==> src/rtl/prog_sequencer_pkg.sv <==
// Shared definitions for prog_sequencer: state encoding, default widths
// and the branch-target LUT contents.
package prog_sequencer_pkg;

  typedef enum logic [1:0] {
    ST_IDLE = 2'd0,
    ST_RUN  = 2'd1,
    ST_DONE = 2'd2
  } seq_state_e;

  localparam int DEF_PC_W  = 10;
  localparam int DEF_IDX_W = 4;

  localparam logic [15:0] LUT_T0 = 16'h0100;
  localparam logic [15:0] LUT_T1 = 16'h0200;
  localparam logic [15:0] LUT_T2 = 16'h0080;
  localparam logic [15:0] LUT_T3 = 16'h0040;
  localparam logic [15:0] LUT_T4 = 16'h03FF;
  localparam logic [15:0] LUT_T5 = 16'h0025;

  // Entries without a programmed target resolve to address 0.
  function automatic logic [15:0] lut_entry(input logic [15:0] idx);
    case (idx)
      16'd0:   return LUT_T0;
      16'd1:   return LUT_T1;
      16'd2:   return LUT_T2;
      16'd3:   return LUT_T3;
      16'd4:   return LUT_T4;
      16'd5:   return LUT_T5;
      default: return 16'h0000;
    endcase
  endfunction

endpackage

==> src/rtl/prog_sequencer_jump_lut.sv <==
// Combinational branch-target lookup: TargetIdx -> PC_W-wide target address.
module jump_lut
  import prog_sequencer_pkg::*;
#(
  parameter int PC_W  = DEF_PC_W,
  parameter int IDX_W = DEF_IDX_W
) (
  input  logic [IDX_W-1:0] i_idx,
  output logic [PC_W-1:0]  o_target
);

  logic [15:0] w_raw;

  // Table lookup, resized to the program-counter width.
  always_comb begin
    w_raw    = lut_entry(16'(i_idx));
    o_target = PC_W'(w_raw);
  end

endmodule

==> src/rtl/prog_sequencer.sv <==
// Program-flow sequencer: PC register, IDLE/RUN/DONE handshake, next-PC select.
// Optional executed-cycle counter on CycleCnt when SEQ_CYCLE_COUNT_EN is defined.
module prog_sequencer
  import prog_sequencer_pkg::*;
#(
  parameter int PC_W  = DEF_PC_W,
  parameter int IDX_W = DEF_IDX_W
) (
  input  logic             Clk,
  input  logic             Reset,
  input  logic             Start,
  input  logic [PC_W-1:0]  StartAddr,
  input  logic             Jump,
  input  logic             BranchEn,
  input  logic             Zero,
  input  logic             Halt,
  input  logic             Stall,
  input  logic [IDX_W-1:0] TargetIdx,
  output logic [PC_W-1:0]  ProgCtr,
  output logic             Running,
  output logic             Ack
`ifdef SEQ_CYCLE_COUNT_EN
  ,
  output logic [15:0]      CycleCnt
`endif
);

  seq_state_e      r_state;
  seq_state_e      w_state_nxt;
  logic [PC_W-1:0] r_pc;
  logic [PC_W-1:0] w_pc_nxt;
  logic [PC_W-1:0] w_target;
  logic            w_start_acc;
  logic            w_taken;
  logic            r_running;
  logic            r_ack;

  jump_lut #(
    .PC_W  (PC_W),
    .IDX_W (IDX_W)
  ) u_jump_lut (
    .i_idx    (TargetIdx),
    .o_target (w_target)
  );

  // State, PC and status registers; status is derived from the next state.
  always_ff @(posedge Clk) begin
    if (Reset) begin
      r_state   <= ST_IDLE;
      r_pc      <= '0;
      r_running <= 1'b0;
      r_ack     <= 1'b0;
    end else begin
      r_state   <= w_state_nxt;
      r_pc      <= w_pc_nxt;
      r_running <= (w_state_nxt == ST_RUN);
      r_ack     <= (w_state_nxt == ST_DONE);
    end
  end

  // Next-state and next-PC selection; Stall outranks Halt, Halt outranks a transfer.
  always_comb begin
    w_state_nxt = r_state;
    w_pc_nxt    = r_pc;
    w_start_acc = 1'b0;
    w_taken     = Jump | (BranchEn & Zero);
    case (r_state)
      ST_IDLE, ST_DONE: begin
        if (Start) begin
          w_state_nxt = ST_RUN;
          w_pc_nxt    = StartAddr;
          w_start_acc = 1'b1;
        end else begin
          w_pc_nxt    = r_pc;
        end
      end
      ST_RUN: begin
        if (Stall) begin
          w_pc_nxt    = r_pc;
        end else if (Halt) begin
          w_state_nxt = ST_DONE;
        end else if (w_taken) begin
          w_pc_nxt    = w_target;
        end else begin
          w_pc_nxt    = r_pc + PC_W'(1);
        end
      end
      default: begin
        w_state_nxt = ST_IDLE;
        w_pc_nxt    = '0;
      end
    endcase
  end

  assign ProgCtr = r_pc;
  assign Running = r_running;
  assign Ack     = r_ack;

`ifdef SEQ_CYCLE_COUNT_EN
  logic [15:0] r_cycle_cnt;

  // Counts every RUN cycle including stalls and the halt cycle; saturates.
  always_ff @(posedge Clk) begin
    if (Reset) begin
      r_cycle_cnt <= 16'h0000;
    end else if (w_start_acc) begin
      r_cycle_cnt <= 16'h0000;
    end else if ((r_state == ST_RUN) && (r_cycle_cnt != 16'hFFFF)) begin
      r_cycle_cnt <= r_cycle_cnt + 16'h0001;
    end else begin
      r_cycle_cnt <= r_cycle_cnt;
    end
  end

  assign CycleCnt = r_cycle_cnt;
`endif

endmodule

==> config.mk <==
export PLATFORM = sky130hd
export DESIGN_NAME = prog_sequencer
export DESIGN_NICKNAME = d
export VERILOG_FILES = /design/src/rtl/prog_sequencer_pkg.sv /design/src/rtl/prog_sequencer_jump_lut.sv /design/src/rtl/prog_sequencer.sv
export SDC_FILE = /design/constraint.sdc
export NUM_CORES = 1
export LEC_CHECK = 0
export ABC_AREA = 1
export BUFFER_PORTS_ARGS = -buffer_cell sky130_fd_sc_hd__buf_2
export CORE_MARGIN = 4
export CORE_UTILIZATION = 49
export CTS_CLUSTER_SIZE = 16
export DETAILED_ROUTE_END_ITERATION = 10
export PLACE_DENSITY = 0.78
export SYNTH_ARGS = -nofsm -noshare
export SYNTH_HDL_FRONTEND = slang
export SYNTH_HIERARCHICAL = 1
export SYNTH_SLANG_ARGS = --single-unit
==> constraint.sdc <==
create_clock -name Clk -period 1.6 [get_ports Clk]
set_input_delay 0.32 -clock Clk [delete_from_list [all_inputs] [get_ports Clk]]
set_output_delay 0.32 -clock Clk [all_outputs]
set_load 0.02 [all_outputs]
==> flow_metrics.py, run 1 <==
metrics = {
    "status": {
        "status": "finished clean",
    },
    "clock_tree": {
        "cts_tree": "built",
        "post-cts-setup-buffers": 0,
        "h-tree-depth": 1,
        "ctsResizeCount": 0,
        "cts_root_buf": "clkbuf_4",
        "cts_hold_buf": 0,
        "cts_buffer_depth": 2,
        "path_clk_slew_ns": 0.10,
        "cts_buffers": 3,
        "insertion_delay_ns": 0.30,
        "numClockSinks": 14,
    },
    "timing": {
        "rsz0062_at_grt": "false",
        "fin_worst_skew_ns": 0.0105,
        "slew_viol_final": 0,
        "slew_headroom": 0.709,
        "layout_setup_ws_ns": 0.211,
        "tightest_slew_ns": 0.436,
        "finalCriticalPeriod_ns": 1.39,
        "tns_ns": 0,
        "period_share": 0.868,
        "clock.fmax_ghz": 0.720,
        "setup_viol": 0,
        "finalHoldViolCount": 0,
    },
    "logic_synthesis": {
        "ys_warn_count": 6,
        "synth_cells": 161,
        "synth_area_um2": 1010,
        "synth_edf_count": 0,
        "synthTopCellsByArea": "dfxtp_1 28%, nor2_1 10%, nand2_1 9.3%",
        "synth_top_area_cell": "dfxtp_1",
        "async_flop_share": 0,
        "syn_nets": 184,
        "yosys.area.top_type_share": 0.277,
        "synth_cell_types": 27,
        "avgSynthCellArea_um2": 6.29,
        "ys_seq_area_frac": 0.277,
        "ys_ff_latch": 14,
        "synthFlopType": "dfxtp_1",
    },
    "finish": {
        "area_growth_pct": 17.9,
        "drive_gt1_frac": 0.277,
        "finalNetCount": 215,
        "diodes": 0,
    },
    "route": {
        "num_vias": 1172,
        "wl_per_cell_um": 12.3,
        "drt_iter0_markers": 42,
        "ant_nets": 0,
        "routed_wl_um": 2680,
        "drc": 0,
        "viasPerCell": 5.38,
        "firstDrtPassIters": 4,
    },
    "floorplan": {
        "die_w_um": 53.5,
        "dieArea_um2": 2860,
        "std_cell_rows": 16,
        "ioPinCount": 34,
        "coreArea_um2": 1960,
        "die_y_um": 53.5,
        "initial_utilization": 0.517,
    },
    "placed_design": {
        "post-place-ws_ns": 0.186,
        "io_buffer_count": 33,
        "place_congestion": 0.806,
        "dp_hpwl_um": 2020,
    },
    "power_and_ir_drop": {
        "ir_worst_vdd_uv": 490,
        "switchingPower_uw": 359,
        "combPwrFrac": 0.297,
        "p_int_uw": 627,
        "swShare": 0.364,
        "power.total_uw": 986,
        "leakagePower_nw": 0.584,
        "power.share.sequential": 0.429,
        "power_density_nw_per_um2": 825,
        "pwr-share-clk": 0.274,
    },
    "critical_path": {
        "cp_slowest_stage_delay_ns": 0.43,
        "worstSetupPathType": "flop to flop",
        "critPathMaxFanout": 5,
        "critPathCaptureType": "flop",
        "cp.arrival_ns": 1.57,
        "crit_path_cell_trace": "ha_1 -> nand2_1 -> nor2_2 -> xor2_1 -> o21ai_0 -> a21oi_2",
        "startpoint_type": "flop",
        "critical-path-slowest-cell": "dfxtp_1",
        "required_ns": 1.78,
        "regToRegSetupSlack_ns": 0.21,
    },
    "grt": {
        "grt_pass1_vias": 1061,
        "grt_pass1_wl_um": 4350,
        "grt_max_degree": 19,
        "grt_usage": 0.213,
        "grt_overflow_total": 0,
        "antenna_found_initial": 0,
    },
    "run": {
        "maxCapViolCount": 0,
    },
    "worst_hold_path": {
        "holdCritPathClass": "input pin to flop",
    },
}
## power groups by stage
stage	Sequential, mW	Combinational [mW]	Clock (mW)
after floorplan	0.458	0.172	0
after global placement	0.427	0.282	0
after detailed placement	0.430	0.291	0
after CTS	0.422	0.292	0.271
after global routing	0.429	0.329	0.287
final	0.423	0.293	0.270
## final cells by class
class | instances | area, µm²
clock buffer | 4 | 36.3
fill | 211 | 767
inverter | 21 | 80.1
multi-input combinational | 118 | 592
sequential | 14 | 280
tap | 27 | 33.8
timing repair buffer | 34 | 173
## logic make-up after synthesis
group | after synthesis | synth area share
flip-flops | 14 | 0.277
AND/OR/NAND/NOR | 72 | 0.304
XOR/XNOR | 2 | 0.0173
adder cells (fa/ha/maj) | 1 | 0.0123
AO/OA/AOI/OAI | 43 | 0.251
buffers and inverters | 29 | 0.139
## worst max-delay path: cells and delay by family (launching register included)
family,cells,cell delay [ns]
xor+xnor,1,0.09
flops,1,0.43
fa+ha+maj,1,0.20
simple gates,2,0.27
compound gates,2,0.28
## cells in the final DEF (no fill, tap or decap), types with 2 or more instances in the layout
cell type  count
a21oi_1       18
a21oi_2        5
buf_2         33
clkbuf_4       3
dfxtp_1       14
inv_1         15
inv_2          4
nand2_1       25
nand3_1        9
nand4_1        2
nor2_1        28
nor2_2         2
nor3_1         3
o211ai_1       2
o21ai_0        5
o21ai_1       11
xor2_1         2
## flip-flops by register name, indices dropped and copies added (netlist names)
register / flops
ProgCtr: 10
Ack: 1
Running: 1
r_state: 2
## stage by stage
stage / hold WS [ns] / util / std cells / instance area, µm²
final: 0.250 / 0.609 / 218 / 1190
after global routing: 0.254 / 0.609 / 218 / 1190
after CTS: 0.252 / 0.609 / 218 / 1190
after detailed placement: 0.547 / 0.591 / 214 / 1160
after global placement: 0.538 / 0.591 / 214 / 1160
after floorplan: 0.392 / - / 161 / 1010
## cells in the mapped netlist, types with 3 or more instances
master and number:
a21oi_1 18, a21oi_2 5, buf_4 4, dfxtp_1 14, inv_1 15, inv_2 4
nand2_1 25, nand3_1 9, nor2_1 28, nor3_1 3, o21ai_0 5, o21ai_1 11
## routing by layer
layer  routed length [µm]  share of wire  GRT usage
met1                 1080           0.40      0.234
met2                 1300           0.48      0.363
met3                  240          0.090     0.0620
met4                   59          0.022      0.115
met5                    0              0          0
## final timing paths
check / startpoint / cells past startpoint / to
max reg2reg: ProgCtr[0]$_SDFFE_PP0P_ / 6 / ProgCtr[4]$_SDFFE_PP0P_
max: ProgCtr[0]$_SDFFE_PP0P_ / 6 / ProgCtr[4]$_SDFFE_PP0P_
min: Reset / 2 / r_state[0]$_SDFF_PP0_
min reg2reg: ProgCtr[9]$_SDFFE_PP0P_ / 2 / ProgCtr[9]$_SDFFE_PP0P_
(Power assumes the default switching activity.)
==> inputs of run 2 (changes only) <==
Clock period 1.6 ns to 1.4 ns, I/O delays scaled along.
==> run 2 against run 1 <==
Hold slack got worse by 0.037 ns. Sequential cell count did not move. Non-clock buffer count rose by 2. Global-route usage fell by 2.2 points. Register-to-register slack got worse by 0.14 ns.
==> flow_metrics.py, run 2 (same netlist as run 1, synthesis figures left out) <==
metrics = {
    "route": {
        "viasPerCell": 5.02,
        "firstDrtPassIters": 4,
        "ant_nets": 0,
        "num_vias": 1104,
        "wl_per_cell_um": 11.3,
        "drc": 0,
        "drt_iter0_markers": 19,
        "routed_wl_um": 2480,
    },
    "grt": {
        "grt_pass1_vias": 946,
        "antenna_found_initial": 0,
        "grt_pass1_wl_um": 3950,
        "grt_max_degree": 13,
        "grt_overflow_total": 0,
        "grt_usage": 0.191,
    },
    "critical_path": {
        "worstSetupPathType": "flop to flop",
        "critPathCaptureType": "flop",
        "crit_path_cell_trace": "ha_1 -> nand2_1 -> nor2_2 -> xor2_1 -> o21ai_0 -> a21oi_2",
        "critical-path-slowest-cell": "dfxtp_1",
        "startpoint_type": "flop",
        "cp.arrival_ns": 1.51,
        "reg2reg_from": "ProgCtr[1]$_SDFFE_PP0P_",
        "cp_slowest_stage_delay_ns": 0.39,
        "critPathMaxFanout": 4,
        "startpoint": "ProgCtr[1]$_SDFFE_PP0P_",
        "required_ns": 1.58,
    },
    "timing": {
        "period_share": 0.948,
        "slew_viol_final": 0,
        "setup_viol": 0,
        "rsz0062_at_grt": "true",
        "finalHoldViolCount": 0,
        "tns_ns": 0,
        "clock.fmax_ghz": 0.753,
        "slew_headroom": 0.756,
        "tightest_slew_ns": 0.363,
        "layout_setup_ws_ns": 0.0722,
        "finalCriticalPeriod_ns": 1.33,
        "fin_worst_skew_ns": 0.0124,
        "holdWs_ns": 0.213,
    },
    "floorplan": {
        "initial_utilization": 0.517,
        "ioPinCount": 34,
        "die_w_um": 53.5,
        "dieArea_um2": 2860,
        "die_y_um": 53.5,
        "coreArea_um2": 1960,
        "std_cell_rows": 16,
    },
    "placed_design": {
        "io_buffer_count": 33,
        "placed_cell_area_um2": 1170,
        "dp_hpwl_um": 1900,
        "post-place-ws_ns": 0.0843,
        "dp.cells": 216,
        "place_congestion": 0.847,
    },
    "run": {
        "maxCapViolCount": 0,
    },
    "power_and_ir_drop": {
        "power_density_nw_per_um2": 938,
        "power.total_mw": 1.14,
        "ir_worst_vdd_uv": 707,
        "leakagePower_nw": 0.594,
    },
    "worst_hold_path": {
        "hold_start": "Reset",
        "holdCritPathClass": "input pin to flop",
    },
    "clock_tree": {
        "numClockSinks": 14,
        "cts_tree": "built",
        "cts_buffer_depth": 2,
        "cts_root_buf": "clkbuf_4",
        "cts_buffers": 3,
        "h-tree-depth": 1,
        "ctsResizeCount": 0,
        "path_clk_slew_ns": 0.10,
        "post-cts-setup-buffers": 0,
        "insertion_delay_ns": 0.30,
        "cts_hold_buf": 0,
    },
    "finish": {
        "largest_reg_flops": 10,
        "num-fill-cells": 221,
        "area_growth_pct": 19.5,
        "final_cell_mix": "33 x buf_2, 28 x nor2_1, 25 x nand2_1",
        "finalNetCount": 217,
        "layout_commonest_cell": "buf_2",
        "final_cell_count_no_fill": 220,
        "drive_gt1_frac": 0.290,
        "final_util": 0.617,
        "diodes": 0,
        "design_area_um2": 1210,
    },
    "status": {
        "status": "finished clean",
    },
}
## run 2: worst paths after layout
path                                                 to  slack [ns]  cells past startpoint
worst max-delay path            ProgCtr[4]$_SDFFE_PP0P_        0.07                      6
worst min register to register  ProgCtr[9]$_SDFFE_PP0P_        0.55                      2
worst max register to register  ProgCtr[4]$_SDFFE_PP0P_        0.07                      6
worst min-delay path                     Ack$_SDFF_PP0_        0.21                      2
## run 2: per-layer routing
layer | vias up | global-route usage | routed length, µm
met5 | - | 0 | 0
met4 | 0 | 0.0894 | 42
met3 | 6 | 0.0366 | 123
met2 | 30 | 0.324 | 1240
met1 | 482 | 0.227 | 1070
li1 | 586 | - | -
## run 2: where the power goes
group | internal, mW | total, mW | leakage, nW | switching [mW]
combinational | 0.128 | 0.339 | 0.457 | 0.211
clock | 0.159 | 0.314 | 0.0210 | 0.155
sequential | 0.438 | 0.484 | 0.116 | 0.0459
## run 2: final cells by class
class                           count  area [µm²]  share of cell area
Multi-Input combinational cell    118         592               0.489
Timing Repair Buffer               36         188               0.155
Clock buffer                        4        36.3              0.0300
Sequential cell                    14         282               0.232
Inverter                           21        80.1              0.0661
Tap cell                           27        33.8              0.0279
## run 2: critical path: cells and delay by family (launching register included)
kind	cells	cell delay, ns
AOI/OAI and AO/OA	2	0.29
xor gates and xnor gates	1	0.09
adders and majority gates	1	0.18
DFF	1	0.39
and+or+nand+nor	2	0.26
==> inputs of run 3 (changes only) <==
Settings changed: CELL_PAD_IN_SITES_DETAIL_PLACEMENT set to 1, CELL_PAD_IN_SITES_GLOBAL_PLACEMENT set to 1, CORE_UTILIZATION 49 to 33.
==> run 3 against run 2 <==
Core utilization fell by 18 points. Global-route usage down 2.2 points. Sequential share of layout area decreased by 0.58 points. Fmax is 1.8% higher. Critical endpoint unchanged. Highest routed layer unchanged.
==> flow_metrics.py, run 3 (same netlist as run 1, synthesis figures left out) <==
metrics = {
    "timing": {
        "clock.fmax_ghz": 0.767,
        "setup_viol": 0,
        "slew_viol_final": 0,
        "slew_headroom": 0.758,
        "rsz0062_at_grt": "true",
        "holdWs_ns": 0.207,
        "finalCriticalPeriod_ns": 1.30,
        "tightest_slew_ns": 0.361,
        "period_share": 0.931,
        "finalHoldViolCount": 0,
        "fin_worst_skew_ns": 0.00217,
    },
    "critical_path": {
        "worst_r2r_path_depth": 6,
        "worstSetupPathType": "flop to flop",
        "startpoint_type": "flop",
        "critPathCaptureType": "flop",
        "cp.arrival_ns": 1.49,
        "required_ns": 1.58,
        "critPathMaxFanout": 12,
    },
    "route": {
        "wl_per_cell_um": 13.9,
        "num_vias": 1172,
        "drt_iter0_markers": 25,
        "ant_nets": 0,
        "firstDrtPassIters": 4,
        "drc": 0,
        "routed_wl_um": 3160,
        "viasPerCell": 5.16,
    },
    "floorplan": {
        "dieArea_um2": 4020,
        "ioPinCount": 34,
        "initial_utilization": 0.355,
        "die_y_um": 63.4,
        "coreArea_um2": 2850,
        "die_w_um": 63.4,
        "std_cell_rows": 19,
    },
    "clock_tree": {
        "insertion_delay_ns": 0.29,
        "cts_buffers": 3,
        "cts_tree": "built",
        "cts_root_buf": "clkbuf_4",
        "path_clk_slew_ns": 0.09,
        "numClockSinks": 14,
        "cts_buffer_depth": 2,
        "h-tree-depth": 1,
    },
    "worst_hold_path": {
        "holdPathStages": 2,
        "holdCritPathClass": "input pin to flop",
    },
    "finish": {
        "finalNetCount": 220,
        "design_area_um2": 1250,
        "diodes": 0,
        "layout_commonest_cell": "buf_2",
        "drive_gt1_frac": 0.306,
        "final_cell_mix": "33 x buf_2, 28 x nor2_1, 25 x nand2_1",
        "largest_reg_flops": 10,
        "final_util": 0.437,
        "final_cell_count_no_fill": 227,
        "area_growth_pct": 23.1,
    },
    "power_and_ir_drop": {
        "power.total_mw": 1.15,
        "power.share.sequential": 0.420,
        "combPwrFrac": 0.317,
        "ir_worst_vdd_uv": 492,
        "swShare": 0.362,
        "switchingPower_uw": 417,
        "power_density_nw_per_um2": 923,
        "p_int_uw": 735,
        "pwr-share-clk": 0.263,
        "leakagePower_nw": 0.610,
    },
    "placed_design": {
        "dp_hpwl_um": 2520,
        "io_buffer_count": 33,
        "placed_cell_area_um2": 1190,
        "dp.cells": 221,
        "place_congestion": 0.806,
    },
    "grt": {
        "antenna_found_initial": 0,
        "grt_pass1_wl_um": 5420,
        "grt_max_degree": 13,
        "grt_overflow_total": 0,
        "grt_usage": 0.169,
        "grt_pass1_vias": 1225,
    },
    "run": {
        "maxCapViolCount": 0,
    },
    "status": {
        "status": "finished clean",
    },
}
-- run 3: changes by cell type in the layout (fill, tap and decap cells not counted) --
cell,change
o21ai_0,-1
dfxtp_1,-1
nor2_2,-1
nor2_4,+1
dfxtp_2,+1
inv_4,+1
buf_4,+3
o21ai_1,+1
inv_2,-1
-- run 3: critical path, cell delays in order (launching register included) --
cell and delay, ns:
dfxtp_1 0.39, inv_4 0.11, nor2_4 0.18, a21oi_2 0.09, buf_4 0.19, o21ai_1 0.18, a21oi_2 0.05
-- run 3: cell type report --
class	instances	area [µm²]
fill	407	1610
multi-input combinational	118	597
sequential	14	283
timing repair buffer	39	210
inverter	21	82.6
tap	31	38.8
clock buffer	4	36.3
-- run 3: path summary, 6_finish.rpt --
| kind | slack, ns | from | end |
|---|---|---|---|
| setup / recovery | 0.1 | r_state[0]$_SDFF_PP0_ | ProgCtr[4]$_SDFFE_PP0P_ |
| hold / removal | 0.21 | Reset | r_state[0]$_SDFF_PP0_ |
| setup reg to reg | 0.1 | r_state[0]$_SDFF_PP0_ | ProgCtr[4]$_SDFFE_PP0P_ |
| hold reg to reg | 0.56 | ProgCtr[1]$_SDFFE_PP0P_ | ProgCtr[1]$_SDFFE_PP0P_ |
-- run 3: power groups by stage --
stage / Sequential (mW) / Clock [mW] / Combinational, mW
6_report: 0.484 / 0.303 / 0.365
3_5_place_dp: 0.491 / 0 / 0.358
5_1_grt: 0.492 / 0.338 / 0.408
4_1_cts: 0.482 / 0.316 / 0.359
2_1_floorplan: 0.523 / 0 / 0.197
3_3_place_gp: 0.488 / 0 / 0.342
-- run 3: through the flow --
step                 TNS, ns  worst slack (ns)
floorplan                  0            0.0699
global placement           0             0.181
detailed placement         0            0.0955
CTS                        0            0.0738
global route        -0.00823          -0.00587
finish                     0            0.0960
-- run 3: repair_timing --
action | in CTS | in global routing
hold buffers | 0 | 0
endpoints found under the setup margin | 0 | 5
setup buffers | 0 | 2
resized for setup | 0 | 5
-- run 3: metal layers --
layer,vias to the layer above,wire [µm],GRT usage
met3,7,117,0.0426
met1,548,1320,0.173
met2,26,1670,0.329
met5,-,0,0
li1,591,-,-
met4,0,52,0.0566
